$ cat src/rtl/led_ctrl_pkg.sv
// ---------------------------------------------------------------------------
// led_ctrl_pkg
// Shared definitions for the LED request arbiter slice.
//   state_t           : arbiter FSM states (IDLE, GRANT)
//   N_REQ             : number of requesters sharing the LED pattern FSM
//   DEFAULT_IDLE_CODE : pattern select driven while nobody holds the grant
//   onehot()          : converts a requester index into a one-hot grant word
// ---------------------------------------------------------------------------
package led_ctrl_pkg;

    typedef enum logic {
        IDLE  = 1'b0,
        GRANT = 1'b1
    } state_t;

    localparam int N_REQ = 4;

    localparam logic [N_REQ-1:0] DEFAULT_IDLE_CODE = 4'b0001;

    function automatic logic [N_REQ-1:0] onehot(input logic [1:0] idx);
        return N_REQ'(1) << idx;
    endfunction

endpackage

$ cat src/rtl/rr_pick.sv
// ---------------------------------------------------------------------------
// rr_pick
// Combinational round-robin picker. Scans the request lines starting one
// position after the last winner and returns the first active index.
//   req [3:0] in  : request lines
//   ptr [1:0] in  : index of the most recent winner
//   win [1:0] out : selected requester (0 when no request is active)
//   any       out : at least one request is active
// ---------------------------------------------------------------------------
module rr_pick
    import led_ctrl_pkg::*;
(
    input  logic [N_REQ-1:0] req,
    input  logic [1:0]       ptr,
    output logic [1:0]       win,
    output logic             any
);

    logic       found;
    logic [1:0] idx;

    // Offsets 1..4 from ptr; offset 4 wraps back to ptr itself so the last
    // winner is considered only after everybody else.
    always_comb begin
        win   = '0;
        found = 1'b0;
        idx   = '0;
        any   = |req;
        for (int i = 1; i <= N_REQ; i++) begin
            idx = ptr + 2'(i);
            if (!found && req[idx]) begin
                win   = idx;
                found = 1'b1;
            end
        end
    end

endmodule

$ cat src/rtl/led_req_arbiter.sv
// ---------------------------------------------------------------------------
// led_req_arbiter
// Round-robin arbiter sharing the LED pattern FSM between four requesters.
// A grant is held for at least HOLD cycles and is preempted after MAX_HOLD
// cycles when another requester is waiting. Every release is followed by at
// least one idle cycle before the next grant.
//   clk         in  : clock, rising edge
//   rst         in  : asynchronous active-high reset
//   req   [3:0] in  : level requests
//   grant [3:0] out : one-hot current grant, 0 when idle
//   sel   [3:0] out : pattern select for led_fsm.inp (grant or IDLE_CODE)
//   busy        out : a grant is active
// ---------------------------------------------------------------------------
module led_req_arbiter
    import led_ctrl_pkg::*;
#(
    parameter int               HOLD      = 5,
    parameter int               MAX_HOLD  = 16,
    parameter logic [N_REQ-1:0] IDLE_CODE = DEFAULT_IDLE_CODE
)
(
    input  logic             clk,
    input  logic             rst,
    input  logic [N_REQ-1:0] req,
    output logic [N_REQ-1:0] grant,
    output logic [N_REQ-1:0] sel,
    output logic             busy
);

    localparam int             CW      = $clog2(MAX_HOLD + 1);
    localparam logic [CW-1:0]  CNT_SAT = CW'(MAX_HOLD - 1);

    state_t           state, state_next;
    logic [CW-1:0]    cnt, cnt_next;
    logic [1:0]       ptr, ptr_next;
    logic [1:0]       owner, owner_next;
    logic [N_REQ-1:0] grant_next, sel_next;
    logic             busy_next;
    logic [1:0]       pick_win;
    logic             pick_any;
    int               k;

    rr_pick u_pick (
        .req (req),
        .ptr (ptr),
        .win (pick_win),
        .any (pick_any)
    );

    // All outputs are registered; ptr starts at 3 so requester 0 goes first.
    always_ff @(posedge clk or posedge rst) begin
        if (rst) begin
            state <= IDLE;
            cnt   <= '0;
            ptr   <= 2'd3;
            owner <= '0;
            grant <= '0;
            sel   <= IDLE_CODE;
            busy  <= 1'b0;
        end else begin
            state <= state_next;
            cnt   <= cnt_next;
            ptr   <= ptr_next;
            owner <= owner_next;
            grant <= grant_next;
            sel   <= sel_next;
            busy  <= busy_next;
        end
    end

    // k is the number of granted cycles including the current one. Release
    // always goes through IDLE, which produces the one-cycle blank between
    // consecutive grants. Only req[owner] matters during a grant, apart from
    // the preemption check on the other lines.
    always_comb begin
        state_next = state;
        cnt_next   = cnt;
        ptr_next   = ptr;
        owner_next = owner;
        grant_next = grant;
        sel_next   = sel;
        busy_next  = busy;
        k          = int'(cnt) + 1;
        case (state)
            IDLE: begin
                if (pick_any) begin
                    state_next = GRANT;
                    owner_next = pick_win;
                    grant_next = onehot(pick_win);
                    sel_next   = onehot(pick_win);
                    busy_next  = 1'b1;
                    cnt_next   = '0;
                end else begin
                    grant_next = '0;
                    sel_next   = IDLE_CODE;
                    busy_next  = 1'b0;
                end
            end
            GRANT: begin
                if ((k >= HOLD && !req[owner]) ||
                    (k >= MAX_HOLD && |(req & ~grant))) begin
                    state_next = IDLE;
                    grant_next = '0;
                    sel_next   = IDLE_CODE;
                    busy_next  = 1'b0;
                    ptr_next   = owner;
                end else if (cnt != CNT_SAT) begin
                    cnt_next = cnt + 1'b1;
                end
            end
            default: begin
                state_next = IDLE;
            end
        endcase
    end

endmodule
$ cat config.mk
export PLATFORM = sky130hd
export DESIGN_NAME = led_req_arbiter
export DESIGN_NICKNAME = d
export VERILOG_FILES = /design/src/rtl/led_ctrl_pkg.sv /design/src/rtl/rr_pick.sv /design/src/rtl/led_req_arbiter.sv
export SDC_FILE = /design/constraint.sdc
export NUM_CORES = 1
export LEC_CHECK = 0
export CAP_MARGIN = 30
export CORE_AREA = 2 2 48 50
export DETAILED_ROUTE_END_ITERATION = 8
export DIE_AREA = 0 0 50 52
export GPL_ROUTABILITY_DRIVEN = 0
export PLACE_DENSITY = 0.71
export SYNTH_ARGS = -nofsm -noshare
export SYNTH_HDL_FRONTEND = slang
export SYNTH_SLANG_ARGS = --single-unit
$ cat constraint.sdc
create_clock -name clk -period 1.9 [get_ports clk]
set_input_delay 0.38 -clock clk [delete_from_list [all_inputs] [get_ports clk]]
set_output_delay 0.38 -clock clk [all_outputs]
set_load 0.05 [all_outputs]
Word-level counts from Yosys, hierarchy flattened
Cells that the tools add are included.

storage, ports and cells
  register bits after elaboration = 19
  input port bits = 6
  output and inout port bits = 9
  word-level logic and storage cells = 75

operators by class
  $add $sub $neg = 5
  $lt $le $gt $ge = 7
  equality and inequality tests = 5
  shifts and indexed selects = 1
  multiplexer cells = 32
  bitwise operators = 3
  reductions and logical operators = 15

operators with widths
  kind                                                                     count
  4-bit two-way mux                                                        4
  4-bit case mux with 2 select lines                                       2
  2-bit by 3-bit < comparator with 1-bit output, second input constant     5
  5-bit two-way mux                                                        3
  1-bit two-way mux                                                        11
  1-bit binary-select mux with 2-bit select                                5
  5-bit case mux with 2 select lines                                       1
  2-bit two-way mux                                                        4
  4-bit OR reduction                                                       2
  5-bit by 1-bit adder with 6-bit output, second input constant            1
  6-bit by 3-bit >= comparator with 1-bit output, second input constant    1
  6-bit by 5-bit >= comparator with 1-bit output, second input constant    1
  5-bit by 1-bit adder with 5-bit output, second input constant            1
  1-bit logical AND                                                        5
  5-bit by 4-bit inequality test with 1-bit output, second input constant  1
  2-bit adder, second input constant                                       2
  4-bit bitwise AND                                                        1
  1-bit logical NOT                                                        4
  2-bit by 1-bit inequality test with 1-bit output, second input constant  2
  2-bit inequality test, second input constant                             2
  4-bit inverter                                                           1
  1-bit case mux with 2 select lines                                       2
  2-bit AND reduction                                                      2
  1-bit by 2-bit left shift with 4-bit output, first input constant        1
  other kinds (4)                                                          4

Depth between registers and ports, before layout
  depth in word-level cells = 16
  mapped depth = 9
  mapped depth without buffers = 8

Cells and area by module
A second synthesis with hierarchy kept.

unflattened totals
  cell total of the unflattened synthesis = 101
  area, all modules = 1011.0 um2

by module, submodules not included
  module           instances  cells each  area an instance (um2)  sequential area each (um2)
  led_req_arbiter  1          87          929.6                   404.1
  rr_pick          1          14          81.3                    0.0

Least setup slack after synthesis
No wires, ideal clock.

  kind = reg2reg
  start point = register cnt[0]
  end point = register grant[1]
  setup time = 0.069 ns
  arrival time = 2.018 ns
  required time = 1.831 ns
  slack = -0.187 ns
  cell stages (with the launch flop) = 10
  path buffers = 1
  clock period less this slack = 2.087 ns
  path through = dfrtp_1 -> ha_1 -> and3_1 -> ha_1 -> inv_1 -> a31o_2 -> o32ai_2 -> and2_1 -> clkbuf_1 -> a32o_1

on the way
  cells in the longest elaborated chain, start to end = 5
  elaborated cells between the ends (all ways) = 7
  those cells by class = add/sub (1); order compare (2); eq/ne (1); reduce/logical (3)

RTL lines
  what                                                                                                                     RTL line                                        source
  start: declaration                                                                                                       led_req_arbiter.sv:34                           logic [CW-1:0] cnt, cnt_next;
  start signal: assignment                                                                                                 led_req_arbiter.sv:62                           cnt <= cnt_next;
  5-bit by 1-bit adder with 6-bit output *                                                                                 led_req_arbiter.sv:83                           k = int'(cnt) + 1;
  6-bit by 3-bit >= comparator with 1-bit output / 6-bit by 5-bit >= comparator with 1-bit output (equally long branches)  led_req_arbiter.sv:100, led_req_arbiter.sv:101
  1-bit logical AND (on tied branches)                                                                                     led_req_arbiter.sv:100, led_req_arbiter.sv:101
  1-bit logical OR *                                                                                                       led_req_arbiter.sv:100                          if ((k >= HOLD && !req[owner]) ||
  2-bit by 1-bit inequality test with 1-bit output (no source line) *                                                      n/a
  end signal: assignment                                                                                                   led_req_arbiter.sv:65                           grant <= grant_next;
  end: declaration                                                                                                         led_req_arbiter.sv:25                           output logic [N_REQ-1:0] grant,

Every way passes the cells marked *; elsewhere a longest branch is shown, timed or not.
A chain may end at the register's enable or synchronous reset.

Final worst setup path
  start point = register owner[0]
  end point = register ptr[0]

on the way
  cells in the longest elaborated chain, start to end = 6

RTL lines
  what                                       RTL line                source
  start: declaration                         led_req_arbiter.sv:36   logic [1:0] owner, owner_next;
  start signal: assignment                   led_req_arbiter.sv:64   owner <= owner_next;
  1-bit binary-select mux with 2-bit select  led_req_arbiter.sv:100
  1-bit two-way mux (not written as such)    led_req_arbiter.sv:100
  1-bit logical NOT                          led_req_arbiter.sv:100
  1-bit logical AND                          led_req_arbiter.sv:100
  1-bit logical OR                           led_req_arbiter.sv:100
  2-bit AND reduction (no source line)       n/a
  end signal: assignment                     led_req_arbiter.sv:63   ptr <= ptr_next;
  end: declaration                           led_req_arbiter.sv:35   logic [1:0] ptr, ptr_next;

Several ways; a longest one is shown, not always the timed one. The select of a mux whose other input is x is not followed.

==> impl_metrics.sql <==
INSERT INTO impl_metrics (metric_group, metric, value, unit) VALUES
('run_status', 'run_status', 'finished with violations', ''),
('run_status', 'failed_checks', 'setup timing', ''),
('detailed_routing', 'totalWireLength', '2120', 'µm'),
('sta', 'finalSetupViolations', '10', ''),
('sta', 'max_freq', '495', 'MHz'),
('sta', 'layout_min_cycle_time', '2020', 'ps'),
('place', 'post_dp_cell_area', '1230', 'µm²'),
('critical_path', 'critical_path.cell_chain', 'mux4_2 > a311oi_2 > o32ai_4 > or2_1 > mux2_4', ''),
('detailed_routing', 'drc', '0', ''),
('clocking', 'cts_root_buffer', 'sky130_fd_sc_hd__clkbuf_4', ''),
('layout', 'fillCellCount', '171', ''),
('global_routing', 'groute.usage.overall', '19.0', '%'),
('clocking', 'cts_buffers', '3', ''),
('detailed_routing', 'drt_pre_antenna_iters', '4', ''),
('clocking', 'cts_buffer_depth', '2', ''),
('layout', 'nets', '138', ''),
('layout', 'final-seq-area', '404', 'µm²'),
('global_routing', 'wire_length_of_the_first_global_routing_pass', '3630', 'µm'),
('sta', 'timing.final.max_slew_violations', '0', ''),
('global_routing', 'grt_use_met3', '1.72', '%'),
('yosys', 'synth_top_cells_by_area', 'sky130_fd_sc_hd__dfrtp_1 (35%), sky130_fd_sc_hd__dfstp_2 (8.5%), sky130_fd_sc_hd__inv_1 (5.7%), sky130_fd_sc_hd__ha_1 (4.1%), sky130_fd_sc_hd__o21ai_0 (3.2%)', ''),
('yosys', 'post_synth_inst_count', '93', ''),
('layout', 'antenna_diode_instance_count', '0', ''),
('critical_path', 'cp_data_arrival_time', '2260', 'ps'),
('clocking', 'clock_latency', '300', 'ps'),
('power', 'leakage', '0.629', 'nW'),
('floorplanning', 'fp.dieW', '50', 'µm'),
('global_routing', 'top_usage_layer', 'met2', ''),
('yosys', 'yosys.area.top_type_share', '35.2', '%'),
('detailed_routing', 'detailroute.via_count', '806', ''),
('layout', 'post_route_cells_drive_above_1_share', '40.6', '%'),
('critical_path', 'kind_of_launch_point_of_the_worst_setup_path', 'flip-flop', ''),
('power', 'power-per-cell-area', '1870', 'nW/µm²'),
('yosys', 'synth_seq_cells', '16', ''),
('critical_path', 'critical_path.reg2reg.startpoint', 'owner[0]', ''),
('floorplanning', 'boundaryPins', '15', ''),
('detailed_routing', 'detail_route_antenna_nets', '0', ''),
('floorplanning', 'core', '2110', 'µm²'),
('sta', 'final.setup.worst_slack', '-118', 'ps'),
('detailed_routing', 'routedWlPerCell', '13.6', 'µm'),
('yosys', 'synth-async-reset-ratio', '100', '%'),
('yosys', 'seq_area_frac_synth', '43.7', '%'),
('floorplanning', 'placement_rows', '17', ''),
('floorplanning', 'dieArea', '2600', 'µm²'),
('yosys', 'syn_area', '925', 'µm²'),
('floorplanning', 'floorplan.initialDensity', '43.9', '%'),
('critical_path', 'setup.reg_to_reg.worst_slack', '-120', 'ps'),
('critical_path', 'path_max_fanout', '4', ''),
('global_routing', 'grt.met2_usage', '29.4', '%'),
('place', 'dp_hpwl', '1640', 'µm'),
('critical_path', 'rr_worst_depth', '5', ''),
('critical_path', 'critical-path-max-stage-delay', '540', 'ps'),
('clocking', 'cts_tree', 'done', ''),
('yosys', 'synth_commonest_cells', 'sky130_fd_sc_hd__inv_1 (14), sky130_fd_sc_hd__dfrtp_1 (13), sky130_fd_sc_hd__o21ai_0 (6)', ''),
('yosys', 'synthesis.area_per_instance', '9.94', 'µm²'),
('global_routing', 'globalRouteOverflowTotal', '0', ''),
('worst_hold_path', 'hp-class', 'in2async', ''),
('global_routing', 'globalRouteMet1Util', '25.5', '%'),
('critical_path', 'crit-reg2reg-capture', 'ptr[0]', ''),
('yosys', 'synth.largest_area_cell', 'sky130_fd_sc_hd__dfrtp_1', ''),
('sta', 'grt_setup_unrepaired', 'true', ''),
('layout', 'multi_input_gate_area_in_the_final_layout', '495', 'µm²'),
('yosys', 'dominantRegCellSynth', 'sky130_fd_sc_hd__dfrtp_1', ''),
('job', 'cap_viol_max_count', '0', ''),
('yosys', 'postSynthNetCount', '102', ''),
('power', 'worst_ir_drop_vdd', '0.00111', 'V'),
('sta', 'final-hold-violation-count', '0', ''),
('clocking', 'clock_sinks', '16', ''),
('sta', 'final.setup_skew', '7.11', 'ps'),
('critical_path', 'start_to_end_type_of_the_worst_setup_path', 'reg2reg', ''),
('layout', 'design_area', '1300', 'µm²');
worst max path at each step:
stage | cells past startpoint | slack [ps] | endpoint
5_1_grt | 5 | -190 | ptr[0]
2_1_floorplan | 8 | -70 | ptr[0]
3_5_place_dp | 6 | -500 | ptr[0]
6_report | 5 | -120 | ptr[0]
4_1_cts | 5 | -150 | ptr[0]
3_3_place_gp | 6 | -460 | ptr[0]
worst max-delay path, delay by kind of cell (launching register included):
kind	cells	cell delay [ps]
multiplexers	2	840
AO/OA/AOI/OAI	2	440
flip-flops	1	400
AND/OR/NAND/NOR	1	280
routing by layer:
layer / vias up / part of all wire (%)
met5: - / 0
met4: 0 / 2.5
met3: 5 / 1.5
met2: 11 / 46
met1: 392 / 50
li1: 398 / -
cell families after synthesis:
group	share of synthesized area [%]
compound gates	26.0
simple gates	11.9
buf+inv	8.52
flops	43.7
mux	5.82
fa+ha+maj	4.06
sequential cells by signal, summed over array words and instances, names as in the netlist:
signal	cells
state	1
sel	1
cnt	5
ptr	2
busy	1
grant	4
owner	2
per-stage QoR:
step	hold WS [ps]	power [mW]	util [%]	cells	TNS, ps
3_3_place_gp	456	2.08	58.3	152	-5490
6_report	446	2.43	61.7	156	-564
2_1_floorplan	292	1.61	-	93	-132
3_5_place_dp	456	2.12	58.3	152	-6170
5_1_grt	504	2.58	61.7	156	-1640
4_1_cts	471	2.35	60.0	155	-1400
repair_timing:
| item | in CTS | in global routing |
|---|---|---|
| buffers inserted | 0 | 1 |
| gates resized for setup | 7 | 6 |
| endpoints found under the setup margin | 14 | 14 |
| pin swaps | 5 | 6 |
cell type report:
| type | instances | area share, % |
|---|---|---|
| Sequential cell | 16 | 31.1 |
| Inverter | 14 | 4.04 |
| Timing Repair Buffer | 35 | 21.3 |
| Clock buffer | 4 | 2.79 |
| Tap cell | 28 | 2.69 |
| Multi-Input combinational cell | 59 | 38.1 |
placed cells by master, fill, tap and decap left out, types with 2 or more instances in the layout:
master	netlist	routed
sky130_fd_sc_hd__clkdlybuf4s50_1	0	2
sky130_fd_sc_hd__clkbuf_4	0	3
sky130_fd_sc_hd__and3_4	0	2
sky130_fd_sc_hd__dfrtp_1	13	13
sky130_fd_sc_hd__o22ai_1	3	3
sky130_fd_sc_hd__ha_1	3	2
sky130_fd_sc_hd__a21bo_2	2	2
sky130_fd_sc_hd__a211oi_1	2	2
sky130_fd_sc_hd__inv_1	14	14
sky130_fd_sc_hd__buf_4	3	28
sky130_fd_sc_hd__nor2_1	3	3
sky130_fd_sc_hd__a32o_1	2	2
sky130_fd_sc_hd__o21ai_0	6	5
sky130_fd_sc_hd__o2bb2ai_1	2	2
sky130_fd_sc_hd__dlygate4sd2_1	0	4
sky130_fd_sc_hd__mux2i_1	2	2
sky130_fd_sc_hd__nand2b_1	3	3
sky130_fd_sc_hd__dfstp_2	3	3
sky130_fd_sc_hd__nand2_1	5	5
sky130_fd_sc_hd__o221ai_1	2	2
sky130_fd_sc_hd__a21oi_1	4	4
power by group:
part | internal (mW) | switching [mW] | leakage (nW) | total, mW
Sequential | 0.519 | 0.137 | 0.196 | 0.656
Combinational | 0.715 | 0.826 | 0.412 | 1.54
Clock | 0.117 | 0.114 | 0.0210 | 0.231
Note: power is estimated with default switching activity, not from simulation.
